==> src/rtl/alu_pkg.sv <==
// Shared opcode, function-code and state definitions for the multi-cycle ALU.
package alu_pkg;

  localparam int unsigned OP_W    = 2;
  localparam int unsigned FUNCT_W = 6;

  localparam logic [OP_W-1:0] ALU_OP_RTYPE = 2'b00;
  localparam logic [OP_W-1:0] ALU_OP_SUB   = 2'b01;
  localparam logic [OP_W-1:0] ALU_OP_RSVD  = 2'b10;
  localparam logic [OP_W-1:0] ALU_OP_ADD   = 2'b11;

  localparam logic [FUNCT_W-1:0] FUNCT_AND = 6'b100100;
  localparam logic [FUNCT_W-1:0] FUNCT_OR  = 6'b100101;
  localparam logic [FUNCT_W-1:0] FUNCT_ADD = 6'b100000;
  localparam logic [FUNCT_W-1:0] FUNCT_SUB = 6'b100010;
  localparam logic [FUNCT_W-1:0] FUNCT_MUL = 6'b011000;
  localparam logic [FUNCT_W-1:0] FUNCT_DIV = 6'b011010;

  typedef enum logic [1:0] {
    S_IDLE = 2'd0,
    S_ITER = 2'd1,
    S_DONE = 2'd2
  } alu_state_t;

endpackage

==> src/rtl/alu_iter_muldiv.sv <==
// Iterative unsigned shift-add multiplier / restoring divider, one bit per cycle.
// MUL: {hi, lo} = a * b.  DIV: lo = a / b, hi = a % b (b == 0 gives lo = all ones, hi = a).
module alu_iter_muldiv #(
  parameter int unsigned WIDTH = 32,
  parameter int unsigned CNT_W = $clog2(WIDTH + 1)
) (
  input  logic             clock,
  input  logic             reset,
  input  logic             start,
  input  logic             is_div,
  input  logic [WIDTH-1:0] a,
  input  logic [WIDTH-1:0] b,
  output logic             busy,
  output logic             done,
  output logic [WIDTH-1:0] lo,
  output logic [WIDTH-1:0] hi
);

  logic [WIDTH-1:0] b_q;
  logic [CNT_W-1:0] cnt;
  logic             mode;

  logic [WIDTH:0]   sum;
  logic [WIDTH:0]   shifted;
  logic [WIDTH-1:0] diff;
  logic             ge;
  logic [WIDTH-1:0] lo_d;
  logic [WIDTH-1:0] hi_d;

  // done flags the cycle whose edge computes the final bit
  assign busy = (cnt != '0);
  assign done = (cnt == CNT_W'(1));

  // One iteration step of either the multiplier or the divider
  always_comb begin
    sum     = {1'b0, hi} + (lo[0] ? {1'b0, b_q} : '0);
    shifted = {hi, lo[WIDTH-1]};
    diff    = shifted[WIDTH-1:0] - b_q;
    ge      = (shifted >= {1'b0, b_q});
    if (mode) begin
      hi_d = ge ? diff : shifted[WIDTH-1:0];
      lo_d = {lo[WIDTH-2:0], ge};
    end else begin
      hi_d = sum[WIDTH:1];
      lo_d = {sum[0], lo[WIDTH-1:1]};
    end
  end

  // Load operands on start, then shift one bit per cycle until the counter empties
  always_ff @(posedge clock) begin
    if (reset) begin
      lo   <= '0;
      hi   <= '0;
      b_q  <= '0;
      cnt  <= '0;
      mode <= 1'b0;
    end else if (start) begin
      lo   <= a;
      hi   <= '0;
      b_q  <= b;
      cnt  <= CNT_W'(WIDTH);
      mode <= is_div;
    end else if (busy) begin
      lo  <= lo_d;
      hi  <= hi_d;
      cnt <= cnt - CNT_W'(1);
    end
  end

endmodule

==> src/rtl/alu_multicycle.sv <==
// Execute-stage ALU with valid/ready handshakes; MUL/DIV are iterative.
module alu_multicycle
  import alu_pkg::*;
#(
  parameter int unsigned WIDTH = 32,
  parameter int unsigned CNT_W = $clog2(WIDTH + 1)
) (
  input  logic               clock,
  input  logic               reset,
  input  logic               in_valid,
  output logic               in_ready,
  input  logic [WIDTH-1:0]   read_data1,
  input  logic [WIDTH-1:0]   read_data2,
  input  logic [WIDTH-1:0]   sign_extend,
  input  logic               alu_src,
  input  logic [OP_W-1:0]    alu_op,
  input  logic [FUNCT_W-1:0] alu_funct,
  output logic               out_valid,
  input  logic               out_ready,
  output logic [WIDTH-1:0]   result,
  output logic [WIDTH-1:0]   result_hi,
  output logic               zero,
  output logic               div_by_zero,
  output logic               illegal
);

  alu_state_t state_q, state_d;

  logic [WIDTH-1:0] b_sel;
  logic [WIDTH-1:0] res_c;
  logic             iter_c;
  logic             div_c;
  logic             illegal_c;
  logic             accept_c;

  logic [WIDTH-1:0] res_q;
  logic             zero_q;
  logic             sel_iter_q;
  logic             divz_pend_q;

  logic             md_busy;
  logic             md_done;
  logic [WIDTH-1:0] md_lo;
  logic [WIDTH-1:0] md_hi;

  assign b_sel    = alu_src ? sign_extend : read_data2;
  assign accept_c = in_valid && (state_q == S_IDLE) && !md_busy;

  // Decode the presented op and evaluate the single-cycle result
  always_comb begin
    res_c     = '0;
    iter_c    = 1'b0;
    div_c     = 1'b0;
    illegal_c = 1'b0;
    case (alu_op)
      ALU_OP_ADD: res_c = read_data1 + b_sel;
      ALU_OP_SUB: res_c = read_data1 - b_sel;
      ALU_OP_RTYPE: begin
        case (alu_funct)
          FUNCT_AND: res_c = read_data1 & b_sel;
          FUNCT_OR:  res_c = read_data1 | b_sel;
          FUNCT_ADD: res_c = read_data1 + b_sel;
          FUNCT_SUB: res_c = read_data1 - b_sel;
          FUNCT_MUL: iter_c = 1'b1;
          FUNCT_DIV: begin
            iter_c = 1'b1;
            div_c  = 1'b1;
          end
          default:   illegal_c = 1'b1;
        endcase
      end
      ALU_OP_RSVD: illegal_c = 1'b1;
      default:     illegal_c = 1'b1;
    endcase
  end

  alu_iter_muldiv #(
    .WIDTH (WIDTH),
    .CNT_W (CNT_W)
  ) u_muldiv (
    .clock  (clock),
    .reset  (reset),
    .start  (accept_c && iter_c),
    .is_div (div_c),
    .a      (read_data1),
    .b      (b_sel),
    .busy   (md_busy),
    .done   (md_done),
    .lo     (md_lo),
    .hi     (md_hi)
  );

  // State register
  always_ff @(posedge clock) begin
    if (reset) state_q <= S_IDLE;
    else       state_q <= state_d;
  end

  // Next-state logic
  always_comb begin
    state_d = state_q;
    case (state_q)
      S_IDLE: if (accept_c) state_d = iter_c ? S_ITER : S_DONE;
      S_ITER: if (md_done)  state_d = S_DONE;
      S_DONE: if (out_ready) state_d = S_IDLE;
      default: state_d = S_IDLE;
    endcase
  end

  // Handshake and result registers; updated only on accept or completion
  always_ff @(posedge clock) begin
    if (reset) begin
      in_ready    <= 1'b1;
      out_valid   <= 1'b0;
      res_q       <= '0;
      zero_q      <= 1'b0;
      div_by_zero <= 1'b0;
      illegal     <= 1'b0;
      sel_iter_q  <= 1'b0;
      divz_pend_q <= 1'b0;
    end else begin
      in_ready  <= (state_d == S_IDLE);
      out_valid <= (state_d == S_DONE);
      if (accept_c) begin
        res_q       <= iter_c ? '0 : res_c;
        zero_q      <= !iter_c && (res_c == '0);
        illegal     <= illegal_c;
        div_by_zero <= 1'b0;
        sel_iter_q  <= 1'b0;
        divz_pend_q <= div_c && (b_sel == '0);
      end else if ((state_q == S_ITER) && md_done) begin
        sel_iter_q  <= 1'b1;
        div_by_zero <= divz_pend_q;
      end
    end
  end

  // Iterative results live in the mul/div registers, which hold once finished
  assign result    = sel_iter_q ? md_lo : res_q;
  assign result_hi = sel_iter_q ? md_hi : '0;
  assign zero      = sel_iter_q ? (md_lo == '0) : zero_q;

endmodule

==> config.mk <==
export PLATFORM = sky130hd
export DESIGN_NAME = alu_multicycle
export DESIGN_NICKNAME = d
export VERILOG_FILES = /design/src/rtl/alu_pkg.sv /design/src/rtl/alu_iter_muldiv.sv /design/src/rtl/alu_multicycle.sv
export SDC_FILE = /design/constraint.sdc
export NUM_CORES = 1
export LEC_CHECK = 0
export CAP_MARGIN = 20
export CORE_AREA = 2 2 174 176
export DETAILED_ROUTE_END_ITERATION = 8
export DIE_AREA = 0 0 176 178
export PLACE_DENSITY = 0.77
export SYNTH_ARGS = -nofsm -noshare
export SYNTH_HDL_FRONTEND = slang
export SYNTH_SLANG_ARGS = --single-unit
==> constraint.sdc <==
create_clock -name clock -period 6.1 [get_ports clock]
set_input_delay 0.61 -clock clock [delete_from_list [all_inputs] [get_ports clock]]
set_output_delay 0.61 -clock clock [all_outputs]
set_load 0.1 [all_outputs]
==> results.txt, run 1 <==
----------------------------------------------------
[STA]
  Period minus WS final ... 4.93 ns
  Final setup skew ... 0.0170 ns
  Ratio of final minimum period to clock period ... 0.808
  RSZ-0062 raised after global routing ... false
  Final hold violation count ... 0
  Total Neg Setup Slack ... 0 ns
  Headroom to the max-slew limit ... 0.286
  Transition time at the pin with the least slew margin ... 1.07 ns
  FMAX ... 203 MHz
  Number of pins exceeding their max-slew limit in the final report ... 0
  Final setup viols ... 0

[Synthesis]
  Cell count after synthesis ... 2130
  Adder-cell share of the synthesized area ... 0.149
  Dominant cell type by area after synthesis ... sky130_fd_sc_hd__dfxtp_1
  Complex-gate fraction of the synthesized area ... 0.288
  Yosys top cell area share ... 0.181
  Synthesized netlist net count ... 2426
  Top flip-flop cell by instance count after synthesis ... sky130_fd_sc_hd__dfxtp_1
  Synth Cell Area ... 15900 sq um
  Post-synth EDFFs ... 0
  Post-Synth XOR/XNOR Area ... 0.0363
  Total number of yosys warnings ... 0
  Mean Syn Cell Area ... 7.48 sq um
  Synth area leaders ... sky130_fd_sc_hd__dfxtp_1 (18%), sky130_fd_sc_hd__ha_1 (14%), sky130_fd_sc_hd__nor2_1 (5.5%)
  Simple-Gate Fraction of Synth Area ... 0.209
  Share of flip-flops with an asynchronous set or reset ... 0
  Portion of the post-synthesis area used by sequential elements ... 0.181
  Count of state elements after synthesis ... 144
  Share of cell area taken by muxes after synthesis ... 0.0774
  Synth unique cells ... 89
  Largest family of logic cells by synthesized area ... compound AO/OA/AOI/OAI gates

[Routing]
  Final routed DRC violation total ... 0
  WL final ... 60.1 mm
  Wire per inst ... 22.6 microns
  Drt initial violations ... 1637
  Number of nets still failing antenna checks after routing ... 0
  Via count ... 17179
  Mean number of vias per cell ... 6.46
  Number of search-and-repair iterations in the first detailed-routing pass ... 6

[Global routing]
  Initial antenna violation count ... 1
  Overall global routing resource usage ... 0.377
  Vias in the first global route ... 16255
  Maximum number of pins on one net before global-route repair ... 96
  Congestion Overflow GR ... 0
  First-pass GRT wire length ... 91.5 mm

[Clock tree]
  Cts-stage hold buffer count ... 0
  Worst-skew pair later-pin latency ... 0.47 ns
  Clock tree root driver cell ... sky130_fd_sc_hd__clkbuf_16
  Clock tree from TritonCTS ... done
  Number of levels the H-tree was split into ... 4
  Number of resized instances in the post-cts repair step ... 0
  Bufs on Longest Clock Path ... 2
  Clock edge transition at the registers on the reported setup and hold paths ... 0.07 ns
  TritonCTS buffer count ... 17
  Total clock sinks ... 144
  Number of buffers added for setup after CTS ... 0

[Flow run]
  Max-cap violation count ... 0

[Cells and area]
  Final Cell Area ... 18700 sq um
  Layout Nets ... 2553
  Most common library cell in the layout ignoring fill and taps ... sky130_fd_sc_hd__nor2_1
  Highest-count cells in the layout ignoring fill and taps ... sky130_fd_sc_hd__nor2_1 (228), sky130_fd_sc_hd__ha_1 (183), sky130_fd_sc_hd__clkdlybuf4s50_1 (174), sky130_fd_sc_hd__nand2_1 (148), sky130_fd_sc_hd__o21ai_0 (146)
  Fraction of final layout cells sized beyond drive strength 1 ... 0.0634
  FILL cells ... 2635
  Number of antenna diodes ... 0
  Relative area change from synthesis to final layout ... 17.4%

[Pwr]
  Leak Pwr ... 0.00772 uW
  Portion of total power attributed to the clock network ... 0.182
  PD cells ... 333 nW/um^2
  Switch Pwr ... 3200 uW
  Total power ... 6240 uW
  Logic gate share of total power ... 0.632
  Sequential power share ... 0.186
  Switching power share of the total ... 0.514
  Internal Dissipation ... 3030 uW
  Highest ir drop seen on vdd ... 341 uV

[Outcome]
  Result of the run ... finished, final reports clean

[Critical path]
  Slowest-stage cell, CP ... sky130_fd_sc_hd__mux2i_1
  Ordered cell list for the critical path ... buf_2 > mux2i_1 > ha_1 > nor2_1 > a31oi_1 > a21bo_2 > a32oi_1 > o21ai_0 > a21boi_0 > xnor2_1 > o221ai_1 > nor4_1 > nand4_1 > nand2_1
  Critical path required time ... 6.51 ns
  Worst Setup Path Type ... input pin to flop
  CP Launch Type ... input pin
  Crit path DAT ... 5.34 ns
  Crit Path Max Fanout ... 18
  Element type at the critical path end ... flop
  Critical path's largest stage delay ... 0.73 ns

[Place]
  Placement Cell Area ... 18100 sq um
  Final Wtd Congestion ... 1.04
  HPWL after detailed placement ... 45.0 mm
  Number of buffers added on ports ... 177

[Die]
  Floorplan core area ... 29400 sq um
  Die extent in x ... 176 microns
  Die area ... 31300 sq um
  Site row count ... 63
  I/O pins ... 178
  Initial standard-cell utilization of the core ... 0.542
  Vert. Die Dim ... 178 microns

[Min path]
  Path type of the worst min-delay path ... flop to flop

----------------------------------------------------
flip-flops by register name, summed over array words and instances (netlist names):
name	cells
u_muldiv.mode	1
divz_pend_q	1
illegal	1
u_muldiv.lo	32
zero_q	1
div_by_zero	1
state_q	2
sel_iter_q	1
in_ready	1
res_q	32
out_valid	1
u_muldiv.cnt	6
u_muldiv.hi	32
u_muldiv.b_q	32
worst max-delay path, delay by kind of cell:
family                   cells  cell delay, ns
AO/OA/AOI/OAI                6            2.12
adder cells (fa/ha/maj)      1            0.37
AND/OR/NAND/NOR              4            0.84
XOR/XNOR                     1            0.19
multiplexers                 1            0.73
buffers and inverters        1            0.46
metal layers:
layer	vias to the layer above	track usage	part of all wire
met2	769	0.622	0.46
li1	8029	-	-
met1	8226	0.484	0.42
met5	-	0	0.00022
met3	153	0.0646	0.078
met4	2	0.166	0.042
area by class of cell:
class,count,area (sq um),share of cell area
clock buffer,18,429,0.0229
clock inverter,14,168,0.00896
inverter,143,537,0.0287
multi-input combinational,1735,12200,0.649
sequential,144,2890,0.154
tap,390,488,0.0261
timing repair buffer,216,2050,0.110
cells by family (layout without fill, tap and decap cells):
family | Yosys count | after routing
flops | 144 | 144
fa+ha+maj | 187 | 187
simple gates | 685 | 685
mux | 119 | 119
buf+inv | 251 | 391
xor+xnor | 66 | 66
compound gates | 678 | 678
Yosys cell counts, drive strengths merged (10+ instances only):
cell type  instances
o21ai            149
a21oi            142
mux2i             85
nand2b            30
xor2              26
o211ai            24
o22ai             15
a22o              19
inv              143
nor2b             26
or4               10
clkbuf            88
and3              13
nor3              36
and2              76
nor4              19
xnor2             40
o21bai            23
a21o              38
mux2              34
nor2             232
a211oi            63
dfxtp            144
nand2            149
ha               183
or3               13
a31oi             22
buf               20
o21a              22
a221oi            43
nand3             25
nand4             26
o31ai             13
power groups by stage:
stage	sequential, uW	combinational [uW]	clock [uW]
floorplan	1190	2720	0
global placement	1180	3830	0
detailed placement	1180	3850	0
CTS	1160	3870	1140
global route	1170	4240	1170
finish	1160	3940	1130
stage by stage:
step / instances / hold slack [ns] / worst slack [ns] / utilization
floorplan: 2130 / 0.416 / 1.52 / -
global placement: 2628 / 0.431 / 0.970 / 0.616
detailed placement: 2628 / 0.444 / 0.897 / 0.616
CTS: 2660 / 0.459 / 1.38 / 0.636
global route: 2660 / 0.471 / 1.01 / 0.636
finish: 2660 / 0.454 / 1.17 / 0.636
final timing paths:
check                                     from                           to  slack (ns)  cells past startpoint
hold / removal          res_q[14]$_SDFFE_PP0P_       res_q[14]$_SDFFE_PP0P_        0.45                      1
setup reg to reg  u_muldiv.b_q[7]$_SDFFE_PP0P_  u_muldiv.hi[5]$_SDFFE_PP0P_        1.71                     12
hold reg to reg         res_q[14]$_SDFFE_PP0P_       res_q[14]$_SDFFE_PP0P_        0.45                      1
setup / recovery                       alu_src          zero_q$_SDFFE_PP0P_        1.17                     14
(Power assumes the default switching activity.)
==> run 2: changes to the inputs <==
==> constraint.sdc (replaced) <==
create_clock -name clock -period 4.8 [get_ports clock]
set_input_delay 0.48 -clock clock [delete_from_list [all_inputs] [get_ports clock]]
set_output_delay 0.48 -clock clock [all_outputs]
set_load 0.1 [all_outputs]
==> run 2 against run 1 <==
- hold slack gained 0.0028 ns
- largest power group unchanged
- global-route usage grew 0.29 points
- sequential power grew 28%
- total power grew 27%
- die area is the same
- critical endpoint unchanged
- sequential share of layout area shrank 0.34 points
- count of clock-buffer cells in the layout grew 1
- sequential cell count is the same
- combinational power grew 29%
- clock skew shrank 0.0075 ns
- largest cell class unchanged
- cell area grew 2.2%
==> results.txt, run 2 (synthesis gave the netlist of run 1 again) <==
----------------------------------------------------
[Cells and area]
  Most common library cell in the layout ignoring fill and taps ... sky130_fd_sc_hd__nor2_1
  FILL cells ... 2647 (+0.46%)
  Fraction of final layout cells sized beyond drive strength 1 ... 0.0871 (+0.0237)
  Layout Nets ... 2613 (+2.4%)
  Final Cell Area ... 19100 sq um (+2.2%)
  Register cell area after layout ... 2890 sq um (unchanged)
  Final instance count without filler cells ... 2722 (+2.3%)
  Multi-input gate area ... 12100 sq um (-0.10%)
  Highest-count cells in the layout ignoring fill and taps ... sky130_fd_sc_hd__nor2_1 (229), sky130_fd_sc_hd__ha_1 (183), sky130_fd_sc_hd__clkdlybuf4s50_1 (173), sky130_fd_sc_hd__nand2_1 (148), sky130_fd_sc_hd__o21ai_0 (146)
  Relative area change from synthesis to final layout ... 20.0%

[Global routing]
  Maximum number of pins on one net before global-route repair ... 67 (-30%)
  Initial antenna violation count ... 2 (+1)
  Vias in the first global route ... 16420 (+1.0%)
  Overall global routing resource usage ... 0.380 (+0.00290)
  Congestion Overflow GR ... 0 (unchanged)
  First-pass GRT wire length ... 92.1 mm (+0.63%)

[Critical path]
  Critical path required time ... 5.20 ns (-1.31 ns)
  Element type at the critical path end ... flop
  Crit Path Max Fanout ... 3 (-15)
  Startpoint of the lowest-slack register-to-register path ... u_muldiv.lo[0]$_SDFFE_PP0P_
  Worst R2R End ... u_muldiv.hi[29]$_SDFFE_PP0P_
  Timing startpoint of the critical path ... read_data2[0]
  Capture point of the critical path ... zero_q$_SDFFE_PP0P_
  Worst Setup Path Type ... input pin to flop
  Depth of the worst register-to-register path ... 14 (+2)
  Setup slack on the worst flop-to-flop path ... 0.62 ns (-1.09 ns)
  Crit path DAT ... 4.87 ns (-0.47 ns)
  CP Launch Type ... input pin

[Pwr]
  Leak Pwr ... 0.00799 uW (+3.5%)
  PD cells ... 414 nW/um^2 (+24%)
  Highest ir drop seen on vdd ... 367 uV (+7.5%)
  Total power ... 7920 uW (+27%)

[STA]
  FMAX ... 224 MHz
  Headroom to the max-slew limit ... 0.295 (+0.00919)
  Number of pins exceeding their max-slew limit in the final report ... 0 (unchanged)
  Total Neg Setup Slack ... 0 ns (unchanged)
  Final setup skew ... 0.00949 ns (-0.00749 ns)
  RSZ-0062 raised after global routing ... false
  Period minus WS final ... 4.47 ns
  Ratio of final minimum period to clock period ... 0.931
  Final hold violation count ... 0 (unchanged)
  Transition time at the pin with the least slew margin ... 1.05 ns (-0.0171 ns)
  Final setup viols ... 0 (unchanged)

[Min path]
  Path type of the worst min-delay path ... flop to flop

[Routing]
  Drt initial violations ... 1876 (+15%)
  WL final ... 60.6 mm (+0.94%)
  Via count ... 17296 (+0.68%)
  Final routed DRC violation total ... 0 (unchanged)
  Number of search-and-repair iterations in the first detailed-routing pass ... 6 (unchanged)
  Mean number of vias per cell ... 6.35 (-1.6%)
  Wire per inst ... 22.3 microns (-1.4%)
  Number of nets still failing antenna checks after routing ... 0 (unchanged)

[Place]
  Count of placed standard cells including taps ... 2688 (+2.3%)
  HPWL after detailed placement ... 47.0 mm (+4.5%)
  Final Wtd Congestion ... 1.04 (about the same)
  Number of buffers added on ports ... 177 (unchanged)
  Placement Cell Area ... 18500 sq um (+2.4%)

[Die]
  Die extent in x ... 176 microns (unchanged)
  Vert. Die Dim ... 178 microns (unchanged)
  Die area ... 31300 sq um (unchanged)
  Initial standard-cell utilization of the core ... 0.542 (unchanged)
  Site row count ... 63 (unchanged)
  Floorplan core area ... 29400 sq um (unchanged)
  I/O pins ... 178 (unchanged)

[Flow run]
  Max-cap violation count ... 0 (unchanged)

[Clock tree]
  Cts-stage hold buffer count ... 0 (unchanged)
  Bufs on Longest Clock Path ... 2 (unchanged)
  Number of levels the H-tree was split into ... 4 (unchanged)
  Number of resized instances in the post-cts repair step ... 0 (unchanged)
  Clock edge transition at the registers on the reported setup and hold paths ... 0.07 ns (about the same)
  Clock tree root driver cell ... sky130_fd_sc_hd__clkbuf_16
  Number of buffers added for setup after CTS ... 0 (unchanged)
  TritonCTS buffer count ... 17 (unchanged)
  Total clock sinks ... 144 (unchanged)
  Clock tree from TritonCTS ... done
  Worst-skew pair later-pin latency ... 0.46 ns (about the same)

[Outcome]
  Result of the run ... finished, final reports clean

----------------------------------------------------
-- run 2: changes by cell type in the layout (fill, tap and decap cells not counted), moves of 2 or more --
cell	previous run	this run
sky130_fd_sc_hd__buf_4	39	100
sky130_fd_sc_hd__clkinvlp_4	2	4
sky130_fd_sc_hd__diode_2	0	2
sky130_fd_sc_hd__inv_6	6	3
-- run 2: final cells by class --
cell class,count,share of cell area
clock inverters,13,0.00674
repair buffers,276,0.131
diodes,2,0.000262
flip-flops and latches,144,0.151
inverters,143,0.0281
multi-input cells,1735,0.635
clock buffers,19,0.0232
well taps,390,0.0255
-- run 2: worst min-delay path by stage --
stage / slack, ns / cells after the start / from / endpoint
final: 0.46 / 2 / res_q[18]$_SDFFE_PP0P_ / res_q[18]$_SDFFE_PP0P_
after global routing: 0.47 / 1 / res_q[14]$_SDFFE_PP0P_ / res_q[14]$_SDFFE_PP0P_
after CTS: 0.46 / 2 / res_q[28]$_SDFFE_PP0P_ / res_q[28]$_SDFFE_PP0P_
after detailed placement: 0.44 / 2 / res_q[28]$_SDFFE_PP0P_ / res_q[28]$_SDFFE_PP0P_
after global placement: 0.43 / 2 / res_q[28]$_SDFFE_PP0P_ / res_q[28]$_SDFFE_PP0P_
after floorplan: 0.42 / 2 / zero_q$_SDFFE_PP0P_ / zero_q$_SDFFE_PP0P_
-- run 2: metrics by stage --
stage	hold slack [ns]	worst slack, ns	utilization
after floorplan	0.416	0.354	-
after global placement	0.433	-0.0279	0.631
after detailed placement	0.443	-0.0535	0.631
after CTS	0.460	0.418	0.650
after global routing	0.472	0.122	0.650
final	0.456	0.331	0.650
-- run 2: per-layer routing --
| metal | vias to the layer above | track usage | routed length [microns] |
|---|---|---|---|
| met1 | 8170 | 0.472 | 25200 |
| met5 | - | 0 | 0 |
| li1 | 8146 | - | - |
| met3 | 193 | 0.0780 | 4650 |
| met2 | 787 | 0.623 | 27600 |
| met4 | 0 | 0.196 | 3120 |
-- run 2: worst max-delay path: stages --
cell	delay [ns]
sky130_fd_sc_hd__clkdlybuf4s50_1	0.46
sky130_fd_sc_hd__mux2i_1	0.10
sky130_fd_sc_hd__inv_1	0.12
sky130_fd_sc_hd__ha_1	0.18
sky130_fd_sc_hd__inv_1	0.06
sky130_fd_sc_hd__fa_1	0.41
sky130_fd_sc_hd__a211o_1	0.34
sky130_fd_sc_hd__nand3_1	0.14
sky130_fd_sc_hd__o211ai_1	0.19
sky130_fd_sc_hd__xor2_1	0.18
sky130_fd_sc_hd__a221oi_1	0.39
sky130_fd_sc_hd__nand2_1	0.09
sky130_fd_sc_hd__or3_1	0.38
sky130_fd_sc_hd__or4_1	0.59
sky130_fd_sc_hd__nor4_1	0.49
sky130_fd_sc_hd__nand4_1	0.16
sky130_fd_sc_hd__nand2_1	0.10
-- run 2: power breakdown --
group          switching (uW)  internal, uW
clock network             616           735
logic                    3260          1820
registers                 147          1330
==> run 3: changes to the inputs <==
==> constraint.sdc (replaced) <==
create_clock -name clock -period 4.8 [get_ports clock]
set_input_delay 0.48 -clock clock [delete_from_list [all_inputs] [get_ports clock]]
set_output_delay 0.48 -clock clock [all_outputs]
set_load 0.05 [all_outputs]
==> run 3 against run 2 <==
- cell area is 0.24% higher
- maximum frequency is 1.6% lower
- final cell count is 0.15% lower
- sequential cell count stayed put
- total power is 0.42% lower
- count of clock-buffer cells in the layout is 1 lower
- largest cell class unchanged
- highest routed layer unchanged
==> results.txt, run 3 (synthesis gave the netlist of run 1 again) <==
----------------------------------------------------
[Place]
  Final Wtd Congestion ... 0.978 (-5.9%)
  Number of buffers added on ports ... 177 (unchanged)
  HPWL after detailed placement ... 46.4 mm (-1.5%)

[Clock tree]
  Number of levels the H-tree was split into ... 4 (unchanged)
  Cts-stage hold buffer count ... 0 (unchanged)
  Worst-skew pair later-pin latency ... 0.46 ns (about the same)
  Clock tree root driver cell ... sky130_fd_sc_hd__clkbuf_16
  Number of buffers added for setup after CTS ... 0 (unchanged)
  TritonCTS buffer count ... 17 (unchanged)
  Total clock sinks ... 144 (unchanged)
  Clock edge transition at the registers on the reported setup and hold paths ... 0.07 ns (about the same)
  Clock tree from TritonCTS ... done
  Number of resized instances in the post-cts repair step ... 0 (unchanged)
  Bufs on Longest Clock Path ... 2 (unchanged)

[Pwr]
  Leak Pwr ... 0.00801 uW (+0.28%)
  Total power ... 7880 uW (-0.42%)
  PD cells ... 411 nW/um^2 (-0.65%)
  Highest ir drop seen on vdd ... 339 uV (-7.6%)

[STA]
  FMAX ... 220 MHz (-1.6%)
  Number of pins exceeding their max-slew limit in the final report ... 0 (unchanged)
  Worst hold slack ... 0.462 ns (+0.00584 ns)
  Final setup skew ... 0.00982 ns (+0.000325 ns)
  Final setup viols ... 0 (unchanged)
  Period minus WS final ... 4.54 ns (+0.0720 ns)
  RSZ-0062 raised after global routing ... false
  Headroom to the max-slew limit ... 0.412 (+0.117)
  Transition time at the pin with the least slew margin ... 0.882 ns (-0.173 ns)
  Final hold violation count ... 0 (unchanged)
  Ratio of final minimum period to clock period ... 0.946 (+0.0150)

[Routing]
  Final routed DRC violation total ... 0 (unchanged)
  Number of search-and-repair iterations in the first detailed-routing pass ... 6 (unchanged)
  WL final ... 60.5 mm (-0.27%)
  Mean number of vias per cell ... 6.42 (+1.0%)
  Via count ... 17450 (+0.89%)
  Number of nets still failing antenna checks after routing ... 0 (unchanged)
  Wire per inst ... 22.2 microns (-0.12%)
  Drt initial violations ... 1731 (-7.7%)

[Critical path]
  Worst Setup Path Type ... input pin to flop
  CP Launch Type ... input pin
  Depth of the worst register-to-register path ... 16 (+2)
  Crit Path Max Fanout ... 3 (unchanged)
  Element type at the critical path end ... flop
  Startpoint of the lowest-slack register-to-register path ... u_muldiv.lo[0]$_SDFFE_PP0P_
  Crit path DAT ... 4.94 ns (+0.07 ns)
  Critical path required time ... 5.20 ns (about the same)
  Worst R2R End ... u_muldiv.hi[29]$_SDFFE_PP0P_
  Setup slack on the worst flop-to-flop path ... 0.48 ns (-0.14 ns)

[Outcome]
  Result of the run ... finished, final reports clean

[Cells and area]
  Relative area change from synthesis to final layout ... 20.3%
  FILL cells ... 2621 (-0.98%)
  Highest-count cells in the layout ignoring fill and taps ... sky130_fd_sc_hd__nor2_1 (229), sky130_fd_sc_hd__ha_1 (183), sky130_fd_sc_hd__clkdlybuf4s50_1 (174), sky130_fd_sc_hd__nand2_1 (148), sky130_fd_sc_hd__o21ai_0 (146)
  Layout Nets ... 2611 (-0.077%)
  Register cell area after layout ... 2890 sq um (unchanged)
  Multi-input gate area ... 12100 sq um (unchanged)
  Most common library cell in the layout ignoring fill and taps ... sky130_fd_sc_hd__nor2_1
  Fraction of final layout cells sized beyond drive strength 1 ... 0.0855 (-0.00161)

[Min path]
  Depth of the worst hold-timing path ... 2 (unchanged)
  Path type of the worst min-delay path ... flop to flop
  Hold Path End ... res_q[5]$_SDFFE_PP0P_
  Origin of the worst min-delay path ... res_q[5]$_SDFFE_PP0P_

[Global routing]
  Vias in the first global route ... 16673 (+1.5%)
  First-pass GRT wire length ... 92.3 mm (+0.22%)
  Initial antenna violation count ... 1 (-1)
  Congestion Overflow GR ... 0 (unchanged)
  Maximum number of pins on one net before global-route repair ... 77 (+15%)
  Overall global routing resource usage ... 0.380 (about the same)

[Die]
  Floorplan core area ... 29400 sq um (unchanged)
  Vert. Die Dim ... 178 microns (unchanged)
  Initial standard-cell utilization of the core ... 0.542 (unchanged)
  Die area ... 31300 sq um (unchanged)
  Site row count ... 63 (unchanged)
  Die extent in x ... 176 microns (unchanged)
  I/O pins ... 178 (unchanged)

[Flow run]
  Max-cap violation count ... 0 (unchanged)

----------------------------------------------------
==> run 3: cell types whose count changed in the layout (fill, tap and decap cells not counted) <==
cell,change
sky130_fd_sc_hd__bufinv_16,+3
sky130_fd_sc_hd__clkinv_2,-1
sky130_fd_sc_hd__clkdlybuf4s50_1,+1
sky130_fd_sc_hd__buf_4,-3
sky130_fd_sc_hd__diode_2,-1
sky130_fd_sc_hd__clkinvlp_4,-3
sky130_fd_sc_hd__inv_8,+1
sky130_fd_sc_hd__clkbuf_8,-1
==> run 3: worst max path at each step <==
| stage | startpoint | endpoint | slack (ns) |
|---|---|---|---|
| 6_report | read_data2[0] | zero_q$_SDFFE_PP0P_ | 0.26 |
| 3_3_place_gp | alu_src | zero_q$_SDFFE_PP0P_ | -0.06 |
| 5_1_grt | alu_src | zero_q$_SDFFE_PP0P_ | 0.1 |
| 4_1_cts | alu_src | zero_q$_SDFFE_PP0P_ | 0.40 |
| 2_1_floorplan | alu_src | zero_q$_SDFFE_PP0P_ | 0.35 |
| 3_5_place_dp | alu_src | zero_q$_SDFFE_PP0P_ | -0.07 |
==> run 3: layout make-up <==
type | count | share of cell area
multi-input cells | 1735 | 0.633
well taps | 390 | 0.0255
repair buffers | 274 | 0.130
clock inverters | 13 | 0.0106
inverters | 143 | 0.0280
diodes | 1 | 0.000131
clock buffers | 18 | 0.0224
flip-flops and latches | 144 | 0.151
==> run 3: where the power goes <==
group | leakage, uW | switching, uW | total (uW) | internal [uW]
clock network | 0.000305 | 602 | 1480 | 881
logic | 0.00654 | 3100 | 4920 | 1810
registers | 0.00117 | 152 | 1480 | 1330
total | 0.00801 | 3860 | 7880 | 4020
==> run 3: worst max-delay path: stages <==
cell	delay [ns]
sky130_fd_sc_hd__clkdlybuf4s50_1	0.46
sky130_fd_sc_hd__mux2i_1	0.10
sky130_fd_sc_hd__inv_1	0.10
sky130_fd_sc_hd__ha_1	0.17
sky130_fd_sc_hd__inv_1	0.06
sky130_fd_sc_hd__fa_1	0.43
sky130_fd_sc_hd__a211o_1	0.35
sky130_fd_sc_hd__nand3_1	0.16
sky130_fd_sc_hd__o211ai_1	0.21
sky130_fd_sc_hd__xor2_1	0.19
sky130_fd_sc_hd__a221oi_1	0.42
sky130_fd_sc_hd__nand2_1	0.13
sky130_fd_sc_hd__or3_1	0.40
sky130_fd_sc_hd__or4_1	0.57
sky130_fd_sc_hd__nor4_1	0.46
sky130_fd_sc_hd__nand4_1	0.16
sky130_fd_sc_hd__nand2_1	0.09
==> run 3: routing by layer <==
layer / GRT usage / vias up / share of wire / wire length (microns)
met3: 0.0680 / 170 / 0.074 / 4470
met4: 0.183 / 0 / 0.048 / 2900
li1: - / 8126 / - / -
met1: 0.472 / 8299 / 0.42 / 25200
met2: 0.636 / 855 / 0.46 / 27900
met5: 0 / - / 0 / 0
==> run 3: through the flow <==
step                setup WS, ns  cell area [sq um]   util  TNS [ns]  cells
CTS                        0.399              19200  0.652         0   2717
global placement         -0.0586              18500  0.630   -0.0586   2686
detailed placement       -0.0658              18500  0.630   -0.0658   2686
floorplan                  0.354              15900      -         0   2130
global route              0.0955              19200  0.652         0   2718
finish                     0.259              19200  0.652         0   2718
